==> config.mk <==
export PLATFORM = sky130hd
export DESIGN_NAME = axi_lite_arb_2to1
export DESIGN_NICKNAME = d
export VERILOG_FILES = /design/src/rtl/axi_lite_arb_pkg.sv /design/src/rtl/axi_lite_arb_sel.sv /design/src/rtl/axi_lite_arb_2to1.sv
export SDC_FILE = /design/constraint.sdc
export NUM_CORES = 1
export LEC_CHECK = 0
export ABC_AREA = 1
export BUFFER_PORTS_ARGS = -buffer_cell sky130_fd_sc_hd__buf_2
export CAP_MARGIN = 0
export CORE_AREA = 3 3 125 127
export CTS_BUF_LIST = sky130_fd_sc_hd__clkbuf_8
export DETAILED_ROUTE_END_ITERATION = 8
export DIE_AREA = 0 0 128 130
export SLEW_MARGIN = 20
export SYNTH_ARGS = -nofsm -noshare
export SYNTH_HDL_FRONTEND = slang
export SYNTH_SLANG_ARGS = --single-unit
==> constraint.sdc <==
create_clock -name ACLK -period 1.35 [get_ports ACLK]
set_input_delay 0.2025 -clock ACLK [delete_from_list [all_inputs] [get_ports ACLK]]
set_output_delay 0.2025 -clock ACLK [all_outputs]
set_load 0.01 [all_outputs]
==> src/rtl/axi_lite_arb_pkg.sv <==
// Shared types and constants for the 2:1 AXI4-Lite arbiter.
package axi_lite_arb_pkg;

  typedef enum logic [2:0] {
    IDLE  = 3'd0,
    WR_AD = 3'd1,
    WR_B  = 3'd2,
    RD_A  = 3'd3,
    RD_R  = 3'd4
  } state_t;

  typedef enum logic {
    OP_RD = 1'b0,
    OP_WR = 1'b1
  } op_t;

  localparam logic [1:0] RESP_OKAY   = 2'b00;
  localparam logic [1:0] RESP_SLVERR = 2'b10;

endpackage

==> src/rtl/axi_lite_arb_sel.sv <==
// Picks the winning master and its operation from the raw request bits.
// Latency: purely combinational, no state.
// Backpressure: none; the caller only samples the result while idle.
module axi_lite_arb_sel
  import axi_lite_arb_pkg::*;
(
  input  logic [1:0] wr_req,
  input  logic [1:0] rd_req,
  input  logic       rr_ptr,
  input  op_t        last_op [2],
  output logic       win,
  output op_t        op,
  output logic       vld
);

  logic [1:0] any_req;
  logic       w;
  logic       r;

  always_comb begin
    any_req = wr_req | rd_req;
    vld     = |any_req;
    win     = (any_req == 2'b11) ? rr_ptr : any_req[1];
    w       = wr_req[win];
    r       = rd_req[win];
    op      = OP_RD;
    // With both pending, take the opposite of what this master did last time.
    if (w && r) begin
      op = (last_op[win] == OP_RD) ? OP_WR : OP_RD;
    end else if (w) begin
      op = OP_WR;
    end
  end

endmodule

==> src/rtl/axi_lite_arb_2to1.sv <==
// Two-master to one-slave AXI4-Lite arbiter, one transaction in flight, round-robin masters.
// Latency: 1 cycle grant in IDLE, then combinational forwarding through the registered-grant mux.
// Backpressure: slave READY/VALID pass straight to the owner; the non-owner sees all handshakes held at 0.
module axi_lite_arb_2to1
  import axi_lite_arb_pkg::*;
#(
  parameter int ADDR_W = 12,
  parameter int DATA_W = 32
) (
  input  logic                ACLK,
  input  logic                ARESET,

  input  logic [ADDR_W-1:0]   M0_AWADDR,
  input  logic                M0_AWVALID,
  output logic                M0_AWREADY,
  input  logic [DATA_W-1:0]   M0_WDATA,
  input  logic [DATA_W/8-1:0] M0_WSTRB,
  input  logic                M0_WVALID,
  output logic                M0_WREADY,
  output logic [1:0]          M0_BRESP,
  output logic                M0_BVALID,
  input  logic                M0_BREADY,
  input  logic [ADDR_W-1:0]   M0_ARADDR,
  input  logic                M0_ARVALID,
  output logic                M0_ARREADY,
  output logic [DATA_W-1:0]   M0_RDATA,
  output logic [1:0]          M0_RRESP,
  output logic                M0_RVALID,
  input  logic                M0_RREADY,

  input  logic [ADDR_W-1:0]   M1_AWADDR,
  input  logic                M1_AWVALID,
  output logic                M1_AWREADY,
  input  logic [DATA_W-1:0]   M1_WDATA,
  input  logic [DATA_W/8-1:0] M1_WSTRB,
  input  logic                M1_WVALID,
  output logic                M1_WREADY,
  output logic [1:0]          M1_BRESP,
  output logic                M1_BVALID,
  input  logic                M1_BREADY,
  input  logic [ADDR_W-1:0]   M1_ARADDR,
  input  logic                M1_ARVALID,
  output logic                M1_ARREADY,
  output logic [DATA_W-1:0]   M1_RDATA,
  output logic [1:0]          M1_RRESP,
  output logic                M1_RVALID,
  input  logic                M1_RREADY,

  output logic [ADDR_W-1:0]   S_AWADDR,
  output logic                S_AWVALID,
  input  logic                S_AWREADY,
  output logic [DATA_W-1:0]   S_WDATA,
  output logic [DATA_W/8-1:0] S_WSTRB,
  output logic                S_WVALID,
  input  logic                S_WREADY,
  input  logic [1:0]          S_BRESP,
  input  logic                S_BVALID,
  output logic                S_BREADY,
  output logic [ADDR_W-1:0]   S_ARADDR,
  output logic                S_ARVALID,
  input  logic                S_ARREADY,
  input  logic [DATA_W-1:0]   S_RDATA,
  input  logic [1:0]          S_RRESP,
  input  logic                S_RVALID,
  output logic                S_RREADY,

  output logic [1:0]          GNT
);

  state_t state, state_nxt;
  logic   owner, owner_nxt;
  logic   rr_ptr, rr_ptr_nxt;
  op_t    last_op [2];
  op_t    last_op_nxt [2];
  logic   aw_done, aw_done_nxt;
  logic   w_done, w_done_nxt;

  logic   sel_win;
  logic   sel_vld;
  op_t    sel_op;

  axi_lite_arb_sel u_sel (
    .wr_req  ({M1_AWVALID, M0_AWVALID}),
    .rd_req  ({M1_ARVALID, M0_ARVALID}),
    .rr_ptr  (rr_ptr),
    .last_op (last_op),
    .win     (sel_win),
    .op      (sel_op),
    .vld     (sel_vld)
  );

  // Owner-side request mux; payloads follow the owner even when not forwarded.
  logic o_awvalid, o_wvalid, o_bready, o_arvalid, o_rready;

  assign o_awvalid = owner ? M1_AWVALID : M0_AWVALID;
  assign o_wvalid  = owner ? M1_WVALID  : M0_WVALID;
  assign o_bready  = owner ? M1_BREADY  : M0_BREADY;
  assign o_arvalid = owner ? M1_ARVALID : M0_ARVALID;
  assign o_rready  = owner ? M1_RREADY  : M0_RREADY;

  assign S_AWADDR  = owner ? M1_AWADDR  : M0_AWADDR;
  assign S_WDATA   = owner ? M1_WDATA   : M0_WDATA;
  assign S_WSTRB   = owner ? M1_WSTRB   : M0_WSTRB;
  assign S_ARADDR  = owner ? M1_ARADDR  : M0_ARADDR;

  logic fwd_aw, fwd_w, fwd_b, fwd_ar, fwd_r;

  // A channel whose handshake already completed stays blocked for the rest of WR_AD.
  assign fwd_aw = (state == WR_AD) && !aw_done;
  assign fwd_w  = (state == WR_AD) && !w_done;
  assign fwd_b  = (state == WR_B);
  assign fwd_ar = (state == RD_A);
  assign fwd_r  = (state == RD_R);

  assign S_AWVALID = fwd_aw && o_awvalid;
  assign S_WVALID  = fwd_w  && o_wvalid;
  assign S_BREADY  = fwd_b  && o_bready;
  assign S_ARVALID = fwd_ar && o_arvalid;
  assign S_RREADY  = fwd_r  && o_rready;

  assign M0_AWREADY = !owner && fwd_aw && S_AWREADY;
  assign M0_WREADY  = !owner && fwd_w  && S_WREADY;
  assign M0_BVALID  = !owner && fwd_b  && S_BVALID;
  assign M0_ARREADY = !owner && fwd_ar && S_ARREADY;
  assign M0_RVALID  = !owner && fwd_r  && S_RVALID;

  assign M1_AWREADY = owner && fwd_aw && S_AWREADY;
  assign M1_WREADY  = owner && fwd_w  && S_WREADY;
  assign M1_BVALID  = owner && fwd_b  && S_BVALID;
  assign M1_ARREADY = owner && fwd_ar && S_ARREADY;
  assign M1_RVALID  = owner && fwd_r  && S_RVALID;

  assign M0_BRESP = S_BRESP;
  assign M0_RRESP = S_RRESP;
  assign M0_RDATA = S_RDATA;
  assign M1_BRESP = S_BRESP;
  assign M1_RRESP = S_RRESP;
  assign M1_RDATA = S_RDATA;

  assign GNT = (state == IDLE) ? 2'b00 : {owner, !owner};

  always_comb begin
    state_nxt   = state;
    owner_nxt   = owner;
    rr_ptr_nxt  = rr_ptr;
    last_op_nxt = last_op;
    aw_done_nxt = aw_done;
    w_done_nxt  = w_done;
    case (state)
      IDLE: begin
        if (sel_vld) begin
          owner_nxt            = sel_win;
          rr_ptr_nxt           = !sel_win;
          last_op_nxt[sel_win] = sel_op;
          state_nxt            = (sel_op == OP_WR) ? WR_AD : RD_A;
        end
      end
      WR_AD: begin
        aw_done_nxt = aw_done || (S_AWVALID && S_AWREADY);
        w_done_nxt  = w_done  || (S_WVALID  && S_WREADY);
        if (aw_done_nxt && w_done_nxt) begin
          state_nxt   = WR_B;
          aw_done_nxt = 1'b0;
          w_done_nxt  = 1'b0;
        end
      end
      WR_B: begin
        if (S_BVALID && S_BREADY) state_nxt = IDLE;
      end
      RD_A: begin
        if (S_ARVALID && S_ARREADY) state_nxt = RD_R;
      end
      RD_R: begin
        if (S_RVALID && S_RREADY) state_nxt = IDLE;
      end
      default: state_nxt = IDLE;
    endcase
  end

  always_ff @(posedge ACLK) begin
    if (ARESET) begin
      state      <= IDLE;
      owner      <= 1'b0;
      rr_ptr     <= 1'b0;
      last_op[0] <= OP_RD;
      last_op[1] <= OP_RD;
      aw_done    <= 1'b0;
      w_done     <= 1'b0;
    end else begin
      state      <= state_nxt;
      owner      <= owner_nxt;
      rr_ptr     <= rr_ptr_nxt;
      last_op    <= last_op_nxt;
      aw_done    <= aw_done_nxt;
      w_done     <= w_done_nxt;
    end
  end

endmodule
==> results.md, run 1 <==
* ANT cells at 0
* TritonCTS buffer count at 3
* Instance count on the critical path at 6
* Min cycle time layout at 1.49 ns
* Clock Root Buffer: clkbuf_8
* GRT Resource Usage Total at 9.81%
* Clock Pin Slew Worst Setup and Hold Paths at 0.05 ns
* CTS tree: built
* Synth Cell Area at 0.00203 mm2
* Power per cell area at 1200 mW/mm2
* Fin. max-slew vios at 0
* Synth warn at 0
* Crit-path leading delay family: buffers and inverters
* Cells on worst reg2reg path at 10
* Final Util at 23.7%
* Placer Congestion at 0.776
* Rel. slew slack at 77.3%
* Most frequent CP cell: nand2_2
* Worst-path cell chain: buf_12 -> nand2_2 -> nand2_2 -> buf_4 -> nor3_4 -> buf_2
* Antenna viol nets, final at 0
* Vias/cell at 3.79
* Non-Filler Instances at 746
* Synth Register Bits at 9
* Initial antenna violation count at 0
* Max IR drop VDD at 0.000395 V
* Worst path max stage delay at 0.37 ns
* Die ar. at 0.0166 mm2
* CP max FO at 8
* Total gr overflow at 0
* Avg Cell Area, Syn at 5.05 um2
* Fin crit share at 111%
* Layout area overhead at 70.2%
* Failing checks: negative setup slack
* WP buf/inv at 3
* Critical Setup Path Class: flop to primary output
* Worst Setup EP: S_WVALID
* 1st-pass router iterations at 4
* FILL cells at 1,668
* Outcome: complete, but fails checks
* CTS sink cnt at 9
* Sequential power share at 10.9%
* Max Clock Freq at 669 MHz
* Port bufs at 213
* Max Cap Violations at 0
* Reg-to-reg slack, setup at -0.05 ns
* Clock group share of total power at 7.7%
* Final setup fails at 75
* Slowest cell on crit path: dfxtp_4
* Dpl cells at 722
* Vias in the first global route at 2,425
* Req. time, crit path at 1.15 ns
* Pre-CTS WS at -0.0347 ns
* Unique masters post-synth at 23
* Final nets at 736
* Crit path launch: owner
* Detailed Route Iter0 Violations at 86
* Critical Path Sink Type: primary output
* Reg-to-Reg Start: state[0]
* Boundary pin count at 322
* RSZ-0062 raised after global routing: true
* Mapped Cells at 401
* Slew @ Worst Pin at 0.337 ns
* Post-Syn Nets at 574
* WL final at 9.44 mm
* Arr. time, crit path at 1.29 ns
* Internal power at 2130 uW
* Dpl hpwl at 7.75 mm
* DRC at 0
* Die Y-Extent at 130 um
* Layout cell share with drive strength beyond 1 at 54.1%
* First-pass GRT wire length at 12.9 mm
* Hold Vio Cnt, Final at 0
* Combinational share of power at 81.4%
* Startpoint types: flop
* Clock Latency Late Sink at 0.24 ns
* Largest net degree at the start of global routing at 33
* Routed WL per cell at 12.7 um
* Skew final at 0.00219 ns
* Num rows at 44
* Placeable Area at 0.0145 mm2
* Setup ws final at -0.144 ns
* Yosys top cell area share at 40.2%
* CTS Buffer Depth at 2
* Register area share after synthesis at 8.89%
* Sw Share at 48.7%
* Starting Density at 13.9%
* Via count at 2,824
* Ranking of synthesized cells by area: nand2_1, buf_4, dfxtp_1, nor2_1, inv_1
* Min-delay worst type: input port to flop
* H-Tree Depth at 1
* Die Span X at 128 um
* Leak at 0.00207 uW
* Sw power at 2020 uW
* Reg2reg end: state[0]
* Post-synth top area cell: nand2_1
[how the worst min path moves through the flow]
| stage | startpoint | end | slack, ns | depth (start not counted) |
|---|---|---|---|---|
| 6_report | ARESET | owner | 0.21 | 2 |
| 5_1_grt | ARESET | owner | 0.21 | 2 |
| 4_1_cts | ARESET | owner | 0.21 | 2 |
| 3_5_place_dp | S_RDATA[29] | M0_RDATA[29] | 0.41 | 0 |
| 3_3_place_gp | S_RDATA[29] | M0_RDATA[29] | 0.41 | 0 |
| 2_1_floorplan | ARESET | owner | 0.27 | 1 |
[through the flow]
| stage | area [um2] | TNS (ns) | hold slack, ns | total power, uW |
|---|---|---|---|---|
| final | 3450 | -4.45 | 0.207 | 4140 |
| after global routing | 3450 | -10.45 | 0.213 | 4520 |
| after CTS | 3190 | -4.76 | 0.210 | 3690 |
| after detailed placement | 2840 | -0.103 | 0.405 | 2860 |
| after global placement | 2840 | -0.0581 | 0.405 | 2850 |
| after floorplan | 2030 | 0 | 0.272 | 1970 |
[synth_stat cells]
library cell  instances
nand2_2               2
a211oi_1              1
nor2_1               23
nor4_1                1
buf_2                 7
o21bai_1              2
a21oi_1               9
nand3b_2              1
a21oi_2               1
nand2_1             217
nor2_2                3
buf_4                72
nor3_1                5
o21ai_0               5
inv_2                 2
nor3_2                3
buf_1                 2
nand3_1               4
o21ai_1               3
dfxtp_1               9
inv_1                21
clkbuf_1              7
o21ai_2               1
[layout by cell type, fill, tap and decap left out, types with 2 or more instances in the layout]
cell type	synthesis	routed
dfxtp_4	0	4
inv_1	21	19
o21ai_1	3	2
dfxtp_1	9	5
buf_12	0	3
inv_2	2	3
nor3_2	3	3
nor2_2	3	4
a21oi_1	9	7
nand2_1	217	200
nand2_2	2	14
nand2_4	0	4
clkbuf_8	0	3
buf_2	7	203
nor3_1	5	2
nor3_4	0	3
buf_4	72	15
buf_6	0	22
a21oi_4	0	2
inv_6	0	2
nor2_4	0	7
nor2_1	23	15
o21ai_2	1	3
o21ai_0	5	3
nand3_1	4	3
[routing by layer]
metal | wire [um] | part of all wire, % | global-route usage (%)
met4 | 454 | 4.8 | 5.06
met3 | 999 | 11 | 3.36
met2 | 4410 | 47 | 15.8
met5 | 0 | 0 | 0
met1 | 3580 | 38 | 11.6
[cell families (layout without fill, tap and decap cells)]
| group | after synthesis | in the layout | synth area share, % |
|---|---|---|---|
| buffers and inverters | 111 | 272 | 34.3 |
| DFF | 9 | 9 | 8.89 |
| AOI/OAI and AO/OA | 22 | 22 | 6.18 |
| and+or+nand+nor | 259 | 259 | 50.6 |
[sequential cells by signal (all words and copies together) (netlist names)]
name and count:
rr_ptr 1, state 3, w_done 1, last_op 2, aw_done 1, owner 1
[power by group through the flow]
stage	Combinational (uW)	Clock (uW)	Sequential, uW
5_1_grt	3720	338	464
3_5_place_dp	2440	0	412
3_3_place_gp	2440	0	409
4_1_cts	2920	322	451
6_report	3370	319	450
2_1_floorplan	1600	0	374
[final cells by class]
| type | instances | area, um2 | area share (%) |
|---|---|---|---|
| timing repair buffer | 245 | 1480 | 43.0 |
| inverter | 23 | 96.3 | 2.79 |
| tap | 184 | 230 | 6.68 |
| multi-input combinational | 281 | 1400 | 40.5 |
| clock inverter | 1 | 3.75 | 0.109 |
| sequential | 9 | 195 | 5.66 |
| clock buffer | 3 | 41.3 | 1.20 |
[timing repair]
action,4_1_cts,5_1_grt
pin swaps,15,11
buffers inserted,9,10
gates resized for setup,59,44
endpoints found under the setup margin,81,84
cloned,1,0
hold buffers,0,0
Note: power is estimated with default switching activity, not from simulation.
==> run 2, diff against run 1 <==
--- a/config.mk
+++ b/config.mk
@@ -12,6 +12,7 @@
 export CTS_BUF_LIST = sky130_fd_sc_hd__clkbuf_8
 export DETAILED_ROUTE_END_ITERATION = 8
 export DIE_AREA = 0 0 128 130
+export SETUP_SLACK_MARGIN = 0.1
 export SLEW_MARGIN = 20
 export SYNTH_ARGS = -nofsm -noshare
 export SYNTH_HDL_FRONTEND = slang
==> results.md, run 2 (synthesis results as in run 1) <==
* Reg2reg end: state[0]
* Overall Power at 4150 uW
* Non-Filler Instances at 745
* CTS Buffer Depth at 2
* Boundary pin count at 322
* Rel. slew slack at 76.2%
* Worst Setup EP: S_WDATA[28]
* Layout cell share with drive strength beyond 1 at 53.5%
* Hold Vio Cnt, Final at 0
* Internal power at 2130 uW
* Clock Pin Slew Worst Setup and Hold Paths at 0.05 ns
* Critical Setup Path Class: flop to primary output
* 1st-pass router iterations at 4
* Sequential cell area at 195 um2
* CTS sink cnt at 9
* Dpl cells at 722
* Max Clock Freq at 672 MHz
* Vias in the first global route at 2,472
* Dpl hpwl at 7.75 mm
* Routed WL per cell at 12.9 um
* Sw Share at 48.6%
* Critical Path Sink Type: primary output
* Failing checks: negative setup slack
* Placer Congestion at 0.776
* Setup ws final at -0.138 ns
* Crit path launch: owner
* Total gr overflow at 0
* Outcome: complete, but fails checks
* Max reg flops at 3
* Die Y-Extent at 130 um
* Largest register by flop count: state
* Reg-to-Reg Start: owner
* Commonest non-fill, non-tap cell in the layout: buf_2
* Largest net degree at the start of global routing at 33
* Final Instance Area at 0.00347 mm2
* WP buf/inv at 3
* Placed cell area at 0.00284 mm2
* Pre-CTS WS at -0.0347 ns
* Worst-path cell chain: inv_6 -> buf_12 -> nand2_1 -> nand2_1 -> buf_2
* Vias/cell at 3.78
* TritonCTS buffer count at 3
* Slew @ Worst Pin at 0.353 ns
* First-pass GRT wire length at 13.0 mm
* H-Tree Depth at 1
* Die ar. at 0.0166 mm2
* Min-delay worst type: input port to flop
* GRT Resource Usage Total at 9.86%
* Most frequent CP cell: nand2_1
* Leak at 0.00208 uW
* WL final at 9.59 mm
* Cells on worst reg2reg path at 11
* Min cycle time layout at 1.49 ns
* Die Span X at 128 um
* Initial antenna violation count at 0
* Power per cell area at 1190 mW/mm2
* Port bufs at 213
* Clock group share of total power at 7.6%
* Area of the multi-input gates at 0.00140 mm2
* Fin. max-slew vios at 0
* Crit-path leading delay family: buffers and inverters
* Placeable Area at 0.0145 mm2
* Sw power at 2010 uW
* RSZ-0062 raised after global routing: true
* Clock Root Buffer: clkbuf_8
* ANT cells at 0
* Clock Latency Late Sink at 0.24 ns
* Instance count on the critical path at 5
* Sequential power share at 10.8%
* Final setup fails at 76
* FILL cells at 1,671
* Worst path max stage delay at 0.37 ns
* Reg-to-reg slack, setup at -0.06 ns
* CP max FO at 32
* Startpoint types: flop
* Final Util at 23.9%
* Skew final at 0.000771 ns
* Detailed Route Iter0 Violations at 81
* Num rows at 44
* DRC at 0
* Max IR drop VDD at 0.000397 V
* Req. time, crit path at 1.15 ns
* Most frequent cells in the layout: buf_2, nand2_1, buf_6
* Starting Density at 13.9%
* Max Cap Violations at 0
* Layout area overhead at 71.5%
* Fin crit share at 110%
* Final nets at 735
* Arr. time, crit path at 1.29 ns
* Combinational share of power at 81.6%
* CTS tree: built
* Antenna viol nets, final at 0
* Slowest cell on crit path: dfxtp_4
* Regs by FF count: state: 3 flops, last_op: 2 flops
* Via count at 2,818
## run 2: cell count changes in the layout (fill, tap and decap cells not counted), sizes merged
cell / before / now
buf: 244 / 242
clkbuf: 3 / 4
## run 2: metal layers
| metal | up-vias | GRT usage [%] | wire length (um) |
|---|---|---|---|
| met5 | - | 0 | 0 |
| met4 | 0 | 5.12 | 442 |
| met3 | 54 | 3.36 | 989 |
| met2 | 144 | 16.0 | 4460 |
| met1 | 1162 | 11.6 | 3700 |
| li1 | 1458 | - | - |
## run 2: power groups by stage
| stage | clock (uW) | combinational, uW | sequential [uW] |
|---|---|---|---|
| floorplan | 0 | 1600 | 374 |
| global placement | 0 | 2440 | 409 |
| detailed placement | 0 | 2440 | 412 |
| CTS | 322 | 3050 | 455 |
| global route | 338 | 3720 | 462 |
| finish | 316 | 3380 | 449 |
## run 2: worst min-delay path by stage
stage / from / to / slack (ns) / cells after the start
floorplan: ARESET / owner / 0.27 / 1
global placement: S_RDATA[29] / M0_RDATA[29] / 0.41 / 0
detailed placement: S_RDATA[29] / M0_RDATA[29] / 0.41 / 0
CTS: ARESET / owner / 0.21 / 2
global route: ARESET / owner / 0.22 / 2
finish: ARESET / owner / 0.21 / 2
## run 2: what timing repair did
| action | CTS | global route |
|---|---|---|
| gates resized for setup | 65 | 40 |
| setup endpoints to repair | 83 | 85 |
| cloned | 1 | 1 |
| pin swaps | 15 | 11 |
| hold buffers | 0 | 0 |
| buffers inserted | 10 | 7 |
## run 2: final cells by class
class / count / area share (%)
Inverter: 23 / 2.77
Timing Repair Buffer: 244 / 43.4
Clock inverter: 1 / 0.108
Sequential cell: 9 / 5.62
Multi-Input combinational cell: 281 / 40.3
Tap cell: 184 / 6.63
Clock buffer: 3 / 1.19
## run 2: worst register-to-register path: cells and delay by family (launching register included)
kind	cells	cell delay [ns]
AOI/OAI and AO/OA	1	0.14
buffers and inverters	2	0.27
and+or+nand+nor	8	0.56
DFF	1	0.37
## run 2: through the flow
stage / hold slack, ns / TNS, ns
after CTS: 0.210 / -4.95
final: 0.214 / -4.37
after global routing: 0.220 / -10.58
after floorplan: 0.272 / 0
after detailed placement: 0.405 / -0.103
after global placement: 0.405 / -0.0581
